--- config.mk ---
export PLATFORM = sky130hd
export DESIGN_NAME = fixed_encoder_multi_order_flat
export DESIGN_NICKNAME = d
export VERILOG_FILES = /design/src/rtl/fixed_encoder_multi_order_pkg.sv /design/src/rtl/fixed_encoder_multi_order_if.sv /design/src/rtl/fixed_encoder_multi_order_history.sv /design/src/rtl/fixed_encoder_multi_order.sv /design/src/flat_wrapper.sv
export SDC_FILE = /design/constraint.sdc
export NUM_CORES = 1
export LEC_CHECK = 0
export ABC_CLOCK_PERIOD_IN_PS = 20900
export CORE_ASPECT_RATIO = 0.75
export CORE_MARGIN = 5
export CORE_UTILIZATION = 50
export CTS_BUF_LIST = sky130_fd_sc_hd__clkbuf_2 sky130_fd_sc_hd__clkbuf_4 sky130_fd_sc_hd__clkbuf_8
export DETAILED_ROUTE_END_ITERATION = 10
export MAX_ROUTING_LAYER = met4
export PLACE_DENSITY = 0.64
export SYNTH_ARGS = -nofsm -noshare
export SYNTH_HDL_FRONTEND = slang
export SYNTH_SLANG_ARGS = --single-unit
--- constraint.sdc ---
create_clock -name iClock -period 20.9 [get_ports iClock]
set_input_delay 4.18 -clock iClock [delete_from_list [all_inputs] [get_ports iClock]]
set_output_delay 4.18 -clock iClock [all_outputs]
set_load 0.1 [all_outputs]
--- src/rtl/fixed_encoder_multi_order_pkg.sv ---
// -----------------------------------------------------------------------------
// fixed_enc_pkg
// Shared definitions for the multi-order FLAC fixed-predictor encoder:
//   order_t        3-bit predictor order
//   LATENCY        cycles from an accepted sample to its output
//   resid_w()      residual width for a given sample width (sample + 4 bits)
//   fixed_coef()   coefficient applied to the k-th previous sample per order
//   clamp_order()  limits a requested order to the highest order built
// -----------------------------------------------------------------------------
package fixed_enc_pkg;

    typedef logic [2:0] order_t;

    localparam int LATENCY = 32'sd3;

    // Worst case |residual| is 16 * 2^(W-1), which fits in W+4 signed bits.
    function automatic int resid_w(input int sample_w);
        return sample_w + 32'sd4;
    endfunction

    // Binomial coefficients (with sign) of the k-th previous sample, k = 1..4.
    function automatic int fixed_coef(input order_t ord, input int k);
        int c;
        c = 32'sd0;
        case (ord)
            3'd1: begin
                if (k == 32'sd1) c = -32'sd1;
                else             c = 32'sd0;
            end
            3'd2: begin
                case (k)
                    32'sd1:  c = -32'sd2;
                    32'sd2:  c = 32'sd1;
                    default: c = 32'sd0;
                endcase
            end
            3'd3: begin
                case (k)
                    32'sd1:  c = -32'sd3;
                    32'sd2:  c = 32'sd3;
                    32'sd3:  c = -32'sd1;
                    default: c = 32'sd0;
                endcase
            end
            3'd4: begin
                case (k)
                    32'sd1:  c = -32'sd4;
                    32'sd2:  c = 32'sd6;
                    32'sd3:  c = -32'sd4;
                    32'sd4:  c = 32'sd1;
                    default: c = 32'sd0;
                endcase
            end
            default: c = 32'sd0;
        endcase
        return c;
    endfunction

    function automatic order_t clamp_order(input order_t req, input int max_ord);
        if (int'(req) > max_ord) return order_t'(max_ord);
        else                     return req;
    endfunction

endpackage

--- src/rtl/fixed_encoder_multi_order_if.sv ---
// -----------------------------------------------------------------------------
// fixed_encoder_multi_order_if
// Sample-in / residual-out bundle of the fixed-predictor encoder.
//   iValid, iSample, iFrameStart, iOrder : sample stream into the encoder
//   oValid, oResidual, oWarmup           : residual stream out of the encoder
//   oAbsSum                              : running frame |residual| sum
//                                          (only with FIXED_ENC_ABSSUM_EN)
// master = stream source/sink side, slave = encoder side.
// -----------------------------------------------------------------------------
interface fixed_encoder_multi_order_if #(
    parameter int SAMPLE_W = 16
`ifdef FIXED_ENC_ABSSUM_EN
  , parameter int ACC_W    = 32
`endif
) ();

    logic                          iValid;
    logic signed [SAMPLE_W-1:0]    iSample;
    logic                          iFrameStart;
    fixed_enc_pkg::order_t         iOrder;
    logic                          oValid;
    logic signed [SAMPLE_W+3:0]    oResidual;
    logic                          oWarmup;

`ifdef FIXED_ENC_ABSSUM_EN
    logic        [ACC_W-1:0]       oAbsSum;

    modport master (output iValid, iSample, iFrameStart, iOrder,
                    input  oValid, oResidual, oWarmup, oAbsSum);
    modport slave  (input  iValid, iSample, iFrameStart, iOrder,
                    output oValid, oResidual, oWarmup, oAbsSum);
`else
    modport master (output iValid, iSample, iFrameStart, iOrder,
                    input  oValid, oResidual, oWarmup);
    modport slave  (input  iValid, iSample, iFrameStart, iOrder,
                    output oValid, oResidual, oWarmup);
`endif

endinterface

--- src/rtl/fixed_encoder_multi_order_history.sv ---
// -----------------------------------------------------------------------------
// fixed_enc_history
// MAX_ORDER-deep delay line of previous samples of the current frame.
//   iClock, iReset_n : clock, async active-low reset
//   i_valid          : shift in i_sample this cycle
//   i_clear          : i_sample starts a new frame; older history is dropped
//   i_sample         : sample to store
//   o_hist[k]        : (k+1)-th previous sample; taps beyond MAX_ORDER read 0
// -----------------------------------------------------------------------------
module fixed_enc_history #(
    parameter int SAMPLE_W  = 16,
    parameter int MAX_ORDER = 4
) (
    input  logic                      iClock,
    input  logic                      iReset_n,
    input  logic                      i_valid,
    input  logic                      i_clear,
    input  logic [SAMPLE_W-1:0]       i_sample,
    output logic [3:0][SAMPLE_W-1:0]  o_hist
);

    logic [MAX_ORDER-1:0][SAMPLE_W-1:0] r_hist;

    // Shift on every accepted sample; a frame start keeps only the new sample.
    always_ff @(posedge iClock or negedge iReset_n) begin
        if (!iReset_n) begin
            r_hist <= '0;
        end else if (i_valid) begin
            if (i_clear) begin
                r_hist    <= '0;
                r_hist[0] <= i_sample;
            end else begin
                r_hist[0] <= i_sample;
                for (int i = 1; i < MAX_ORDER; i++) begin
                    r_hist[i] <= r_hist[i-1];
                end
            end
        end
    end

    for (genvar k = 0; k < 4; k++) begin : g_tap
        if (k < MAX_ORDER) begin : g_live
            assign o_hist[k] = r_hist[k];
        end else begin : g_zero
            assign o_hist[k] = '0;
        end
    end

endmodule

--- src/rtl/fixed_encoder_multi_order.sv ---
// -----------------------------------------------------------------------------
// fixed_encoder_multi_order
// FLAC fixed-predictor (orders 0..MAX_ORDER) residual encoder, 3-cycle latency.
//   iClock, iReset_n : clock, async active-low reset
//   bus (slave)      : sample stream in, residual/warmup stream out
// Optional macro FIXED_ENC_ABSSUM_EN adds bus.oAbsSum, the saturating sum of
// |residual| over the non-warmup outputs of the current frame.
// Pipeline: edge N capture, N+1 residual, N+2 magnitude, N+3 output registers.
// -----------------------------------------------------------------------------
module fixed_encoder_multi_order
    import fixed_enc_pkg::*;
#(
    parameter int SAMPLE_W  = 16,
    parameter int MAX_ORDER = 4,
    parameter int ACC_W     = 32
) (
    input  logic                        iClock,
    input  logic                        iReset_n,
    fixed_encoder_multi_order_if.slave  bus
);

    localparam int RW = resid_w(SAMPLE_W);

    if (SAMPLE_W < 32'sd8 || SAMPLE_W > 32'sd32) begin : g_bad_sample_w
        $error("SAMPLE_W must be 8..32");
    end
    if (MAX_ORDER < 32'sd1 || MAX_ORDER > 32'sd4) begin : g_bad_max_order
        $error("MAX_ORDER must be 1..4");
    end
    if (ACC_W < RW) begin : g_bad_acc_w
        $error("ACC_W must hold at least one residual magnitude");
    end

    // Frame state and front-end decode
    order_t                      r_order, r_warm_cnt;
    order_t                      w_ord_s, w_cnt_base_s;
    logic                        w_start_s, w_warm_s;
    logic [3:0][SAMPLE_W-1:0]    w_hist_s, w_hist_eff_s;

    assign w_start_s = bus.iValid & bus.iFrameStart;

    fixed_enc_history #(.SAMPLE_W(SAMPLE_W), .MAX_ORDER(MAX_ORDER)) u_history (
        .iClock   (iClock),
        .iReset_n (iReset_n),
        .i_valid  (bus.iValid),
        .i_clear  (w_start_s),
        .i_sample (bus.iSample),
        .o_hist   (w_hist_s)
    );

    // A frame-start sample sees the new order, a zero warmup count and no history.
    always_comb begin
        if (w_start_s) begin
            w_ord_s      = clamp_order(bus.iOrder, MAX_ORDER);
            w_cnt_base_s = 3'd0;
            w_hist_eff_s = '0;
        end else begin
            w_ord_s      = r_order;
            w_cnt_base_s = r_warm_cnt;
            w_hist_eff_s = w_hist_s;
        end
        w_warm_s = (w_cnt_base_s < w_ord_s);
    end

    // Latched order and warmup counter (saturates at the order).
    always_ff @(posedge iClock or negedge iReset_n) begin
        if (!iReset_n) begin
            r_order    <= 3'd0;
            r_warm_cnt <= 3'd0;
        end else if (bus.iValid) begin
            r_order    <= w_ord_s;
            r_warm_cnt <= w_warm_s ? (w_cnt_base_s + 3'd1) : w_cnt_base_s;
        end
    end

    // Stage 1: captured sample, its history and its predictor decision
    logic                        r_s1_valid, r_s1_fs, r_s1_warm;
    order_t                      r_s1_order;
    logic signed [SAMPLE_W-1:0]  r_s1_x;
    logic [3:0][SAMPLE_W-1:0]    r_s1_hist;

    // Capture stage; bubbles flow through with valid low.
    always_ff @(posedge iClock or negedge iReset_n) begin
        if (!iReset_n) begin
            r_s1_valid <= 1'b0;
            r_s1_fs    <= 1'b0;
            r_s1_warm  <= 1'b0;
            r_s1_order <= 3'd0;
            r_s1_x     <= '0;
            r_s1_hist  <= '0;
        end else begin
            r_s1_valid <= bus.iValid;
            if (bus.iValid) begin
                r_s1_fs    <= w_start_s;
                r_s1_warm  <= w_warm_s;
                r_s1_order <= w_ord_s;
                r_s1_x     <= bus.iSample;
                r_s1_hist  <= w_hist_eff_s;
            end
        end
    end

    // Residual: x plus signed coefficients times history; warmup passes x through.
    logic signed [RW-1:0] w_sum_s, w_res_s;
    always_comb begin
        w_sum_s = RW'(r_s1_x);
        for (int k = 1; k <= 4; k++) begin
            w_sum_s = w_sum_s + RW'(fixed_coef(r_s1_order, k)) * RW'($signed(r_s1_hist[k-1]));
        end
        if (r_s1_warm) w_res_s = RW'(r_s1_x);
        else           w_res_s = w_sum_s;
    end

    logic                 r_s2_valid, r_s2_fs, r_s2_warm;
    logic signed [RW-1:0] r_s2_res;
    logic                 r_s3_valid, r_s3_fs, r_s3_warm;
    logic signed [RW-1:0] r_s3_res;
    logic [RW-1:0]        r_s3_abs, w_abs_s;

    // Magnitude for the frame sum; bounded residuals never reach the negative limit.
    always_comb begin
        if (r_s2_res[RW-1]) w_abs_s = RW'(-r_s2_res);
        else                w_abs_s = r_s2_res;
    end

    // Stages 2 and 3: residual and magnitude registers.
    always_ff @(posedge iClock or negedge iReset_n) begin
        if (!iReset_n) begin
            r_s2_valid <= 1'b0;
            r_s2_fs    <= 1'b0;
            r_s2_warm  <= 1'b0;
            r_s2_res   <= '0;
            r_s3_valid <= 1'b0;
            r_s3_fs    <= 1'b0;
            r_s3_warm  <= 1'b0;
            r_s3_res   <= '0;
            r_s3_abs   <= '0;
        end else begin
            r_s2_valid <= r_s1_valid;
            r_s2_fs    <= r_s1_fs;
            r_s2_warm  <= r_s1_warm;
            r_s2_res   <= w_res_s;
            r_s3_valid <= r_s2_valid;
            r_s3_fs    <= r_s2_fs;
            r_s3_warm  <= r_s2_warm;
            r_s3_res   <= r_s2_res;
            r_s3_abs   <= w_abs_s;
        end
    end

    logic                 r_out_valid, r_out_warm;
    logic signed [RW-1:0] r_out_res;

    // Output registers; residual and flag hold between valid outputs.
    always_ff @(posedge iClock or negedge iReset_n) begin
        if (!iReset_n) begin
            r_out_valid <= 1'b0;
            r_out_warm  <= 1'b0;
            r_out_res   <= '0;
        end else begin
            r_out_valid <= r_s3_valid;
            if (r_s3_valid) begin
                r_out_warm <= r_s3_warm;
                r_out_res  <= r_s3_res;
            end
        end
    end

    assign bus.oValid    = r_out_valid;
    assign bus.oWarmup   = r_out_warm;
    assign bus.oResidual = r_out_res;

`ifdef FIXED_ENC_ABSSUM_EN
    localparam int ACC_W1 = ACC_W + 32'sd1;

    logic [ACC_W-1:0] r_acc, w_acc_base_s, w_acc_next_s;
    logic [ACC_W:0]   w_acc_sum_s;

    // Frame-start output restarts the sum; warmup outputs add nothing.
    always_comb begin
        if (r_s3_fs) w_acc_base_s = '0;
        else         w_acc_base_s = r_acc;
        if (r_s3_warm) w_acc_sum_s = {1'b0, w_acc_base_s};
        else           w_acc_sum_s = {1'b0, w_acc_base_s} + ACC_W1'(r_s3_abs);
        if (w_acc_sum_s[ACC_W]) w_acc_next_s = '1;
        else                    w_acc_next_s = w_acc_sum_s[ACC_W-1:0];
    end

    // Running |residual| sum, updated alongside each valid output.
    always_ff @(posedge iClock or negedge iReset_n) begin
        if (!iReset_n) begin
            r_acc <= '0;
        end else if (r_s3_valid) begin
            r_acc <= w_acc_next_s;
        end
    end

    assign bus.oAbsSum = r_acc;
`endif

endmodule

--- src/flat_wrapper.sv ---
// flat-port wrapper written by rule: the top's interface ports become plain ports
module fixed_encoder_multi_order_flat import fixed_enc_pkg::*;
#(
    parameter int SAMPLE_W  = 16,
    parameter int MAX_ORDER = 4,
    parameter int ACC_W     = 32
)
  (iClock, iReset_n, bus_iValid, bus_iSample, bus_iFrameStart, bus_iOrder, bus_oValid, bus_oResidual, bus_oWarmup);
  fixed_encoder_multi_order_if #(.SAMPLE_W(SAMPLE_W)) bus_i ();
  input  logic iClock;
  input  logic iReset_n;
  input wire logic [$bits(bus_i.iValid)-1:0] bus_iValid;
  input wire logic [$bits(bus_i.iSample)-1:0] bus_iSample;
  input wire logic [$bits(bus_i.iFrameStart)-1:0] bus_iFrameStart;
  input wire logic [$bits(bus_i.iOrder)-1:0] bus_iOrder;
  output wire logic [$bits(bus_i.oValid)-1:0] bus_oValid;
  output wire logic [$bits(bus_i.oResidual)-1:0] bus_oResidual;
  output wire logic [$bits(bus_i.oWarmup)-1:0] bus_oWarmup;
  assign bus_i.iValid = bus_iValid;
  assign bus_i.iSample = bus_iSample;
  assign bus_i.iFrameStart = bus_iFrameStart;
  assign bus_i.iOrder = bus_iOrder;
  assign bus_oValid = bus_i.oValid;
  assign bus_oResidual = bus_i.oResidual;
  assign bus_oWarmup = bus_i.oWarmup;
  fixed_encoder_multi_order #(.SAMPLE_W(SAMPLE_W), .MAX_ORDER(MAX_ORDER), .ACC_W(ACC_W)) u_core (.iClock(iClock), .iReset_n(iReset_n), .bus(bus_i));
endmodule
==> run metrics <==
outcome=completed; origin of the worst setup path=u_core.r_order[1]; register area share after synthesis=23.5%; die width=219 µm; Max Cap Viol=0; Clock Skews=0.0207 ns; leading post-synthesis cells by cell area=fa_1 34%, dfrtp_1 24%, ha_1 13%; DR vias/cell=5.04; synthesized netlist cell count=about 1.5k; Post-CTS Setup Bufs=0; setup_tns=0 ns; most used cell along the critical path=fa_1; post-synthesis cell type count=46; Starting Density=between 50% and 60%; area of the multi-input gates=10800 µm²; Num CTS Buffers=17; htree depth=4; area fraction of the dominant cell type after synthesis=33.6%; clk sinks=154; die height=167 µm; Post-synth EDFFs=0; Critical-path top delay cell=or2_0; Vias=10.2k; Root Buffer Master=clkbuf_8; WP buf/inv=6; Synthesis Warnings=0; drt pass-1 iters=5; RSZ-0062 raised after global routing=false; initial drt markers=667; crit share post-route=42.1%; relative slew slack=a little under a third; final hold vios=0; post-synthesis async set-or-reset flop share=100%; Setup Crit Path Kind=reg2reg; reg2reg start=u_core.r_order[1]; GP Congestion=approximately 0.94; final setup violating endpoints=0; Site Rows=57; Post-CTS Resized=0; hold path start=u_core.r_s2_res[1]; hold buffers post-CTS=0; Hold Path Class=reg2reg; PortBufs=44; first-pass GRT wire length=62100 µm; minimum clock period=8.79 ns; most common cell in the synthesized netlist=inv_1; synthesized area=about 16000 µm²; fill count=2867; antenna violations before repair=1; final worst-path setup slack=12.11 ns; clock transition at the registers of the reported paths=approximately 0.10 ns; area leader, netlist=fa_1; most frequent cells after synthesis=406 x inv_1, 275 x fa_1, 173 x ha_1, 154 x dfrtp_1, 99 x and2_1; crit start category=flip-flop; area grow syn2layout=7.90%; global route overflow=0; Clk Latency, worst-skew pair=0.50 ns; WP data arrival=just over 9 ns; Worst-Margin Slew=1.02 ns; TritonCTS clock tree=built; CP delay by family, top=adder cells; Seq cells post-synth=154; drt wl/cell=about 19 µm; IO Pins=45; share of layout cells above drive strength 1=5.97%; Crit. End Element=flip-flop; Max Fanout on Critical Path=32; Avg Synthesized Cell Area=~11 µm²; vias in the first global route=around 11k; die area=36500 µm²; pre-CTS setup slack=12.11 ns; Core Box Area=roughly 32000 µm²; upper clock frequency limit=around 110 MHz; Post-Route WL=approximately 38000 µm; clock buffer depth=2; All-Layer GR Usage=22.9%; syn_nets=roughly 2k; post-route ant nets=0; HPWL after DPL=31200 µm; Layout Nets=~2.0k; Reg area=around 3900 µm²; pin count of the biggest net entering global routing=84; worst hold margin=0.343 ns; Slew Limit Fails=0; DRC errors left=0; Data required, critical path=around 21 ns; Post-synth top flop=dfrtp_1; Largest stage delay, worst path=0.67 ns
state kept, by name (all words and copies together) (netlist names):
signal                   cells
u_core.r_s3_warm             1
u_core.r_s3_res             20
u_core.r_s1_valid            1
u_core.r_s1_hist            16
u_core.r_order               3
u_core.r_s2_res             20
u_core.r_s2_valid            1
u_core.r_s3_valid            1
u_core.bus.oResidual        20
u_core.u_history.o_hist     64
u_core.bus.oWarmup           1
u_core.r_s2_warm             1
u_core.r_s1_warm             1
u_core.bus.oValid            1
u_core.r_warm_cnt            3
worst reg2reg max path, cell delays in order, from the launching register on:
cell and delay, ns:
dfrtp_1 0.46, nor2b_1 0.16, buf_4 0.23, nand2_1 0.33, nand2b_1 0.17, buf_4 0.30, or2_0 0.68, and2_1 0.67
ha_1 0.38, fa_1 0.52, inv_1 0.05, fa_1 0.47, inv_1 0.05, fa_1 0.50, fa_1 0.57, fa_1 0.45
fa_1 0.49, inv_1 0.05, fa_1 0.47, inv_1 0.04, ha_1 0.35, a21o_1 0.21, a21o_1 0.18, a21o_1 0.20
a221oi_2 0.35, o21ai_1 0.13, xnor2_1 0.13, o21ai_0 0.08
metal layers:
layer,routed length (µm),vias to the layer above,part of all wire (%),GRT usage (%)
li1,-,4694,-,-
met1,19300,5169,51,35.5
met2,14400,280,38,29.1
met3,3810,23,10,8.62
met4,329,0,0.87,3.55
met5,0,-,0,-
path summary, 6_finish.rpt:
path / cells after the start / slack (ns) / end
worst max-delay path: 27 / 12.11 / u_core.r_s2_res[16]
worst min-delay path: 0 / 0.34 / u_core.r_s3_res[1]
max in group asynchronous: 2 / 15.77 / u_core.bus.oResidual[18]
worst min register to register: 0 / 0.34 / u_core.r_s3_res[1]
worst max register to register: 27 / 12.11 / u_core.r_s2_res[16]
min in group asynchronous: 1 / 3.71 / u_core.bus.oResidual[7]
layout make-up:
| cell class | count | area share (%) |
|---|---|---|
| timing repair buffer | 56 | 3.00 |
| tap | 442 | 3.13 |
| inverter | 406 | 8.63 |
| clock buffer | 18 | 1.37 |
| clock inverter | 12 | 0.808 |
| antenna | 1 | 0.0142 |
| multi-input combinational | 928 | 61.2 |
| sequential | 154 | 21.8 |
logic make-up (layout without fill, tap and decap cells):
group,count (synthesis),count (layout),share of synthesized area [%]
compound gates,137,137,4.87
simple gates,258,258,9.13
mux,42,42,2.88
xor+xnor,43,43,2.30
flops,154,154,23.5
fa+ha+maj,448,448,46.9
other cells,0,1,0
buf+inv,452,492,10.4
placed cells by master, fill, tap and decap left out, drive strengths merged, types with 3 or more instances in the layout:
cell	instances
fa	275
a21o	7
nand2b	4
xor2	9
nand2	52
clkdlybuf4s50	42
o21a	4
nor2b	4
a21oi	12
dfrtp	154
ha	173
a211oi	4
inv	410
o21ai	95
mux2	41
nor2	19
nand4	3
clkinvlp	3
nor3	13
nand3	4
o21bai	4
clkbuf	18
nand3b	53
xnor2	34
or2	3
clkinv	3
buf	14
and2	99
through the flow:
| step | std cells | util [%] | instance area, µm² |
|---|---|---|---|
| after floorplan | 1534 | - | 16400 |
| after global placement | 1986 | 53.4 | 17300 |
| after detailed placement | 1986 | 53.4 | 17300 |
| after CTS | 2016 | 54.5 | 17700 |
| after global routing | 2017 | 54.5 | 17700 |
| final | 2017 | 54.5 | 17700 |
Power is left out: the tool's default activity adds up to more than one toggle a clock period on the data nets, which glitch-free logic cannot reach.
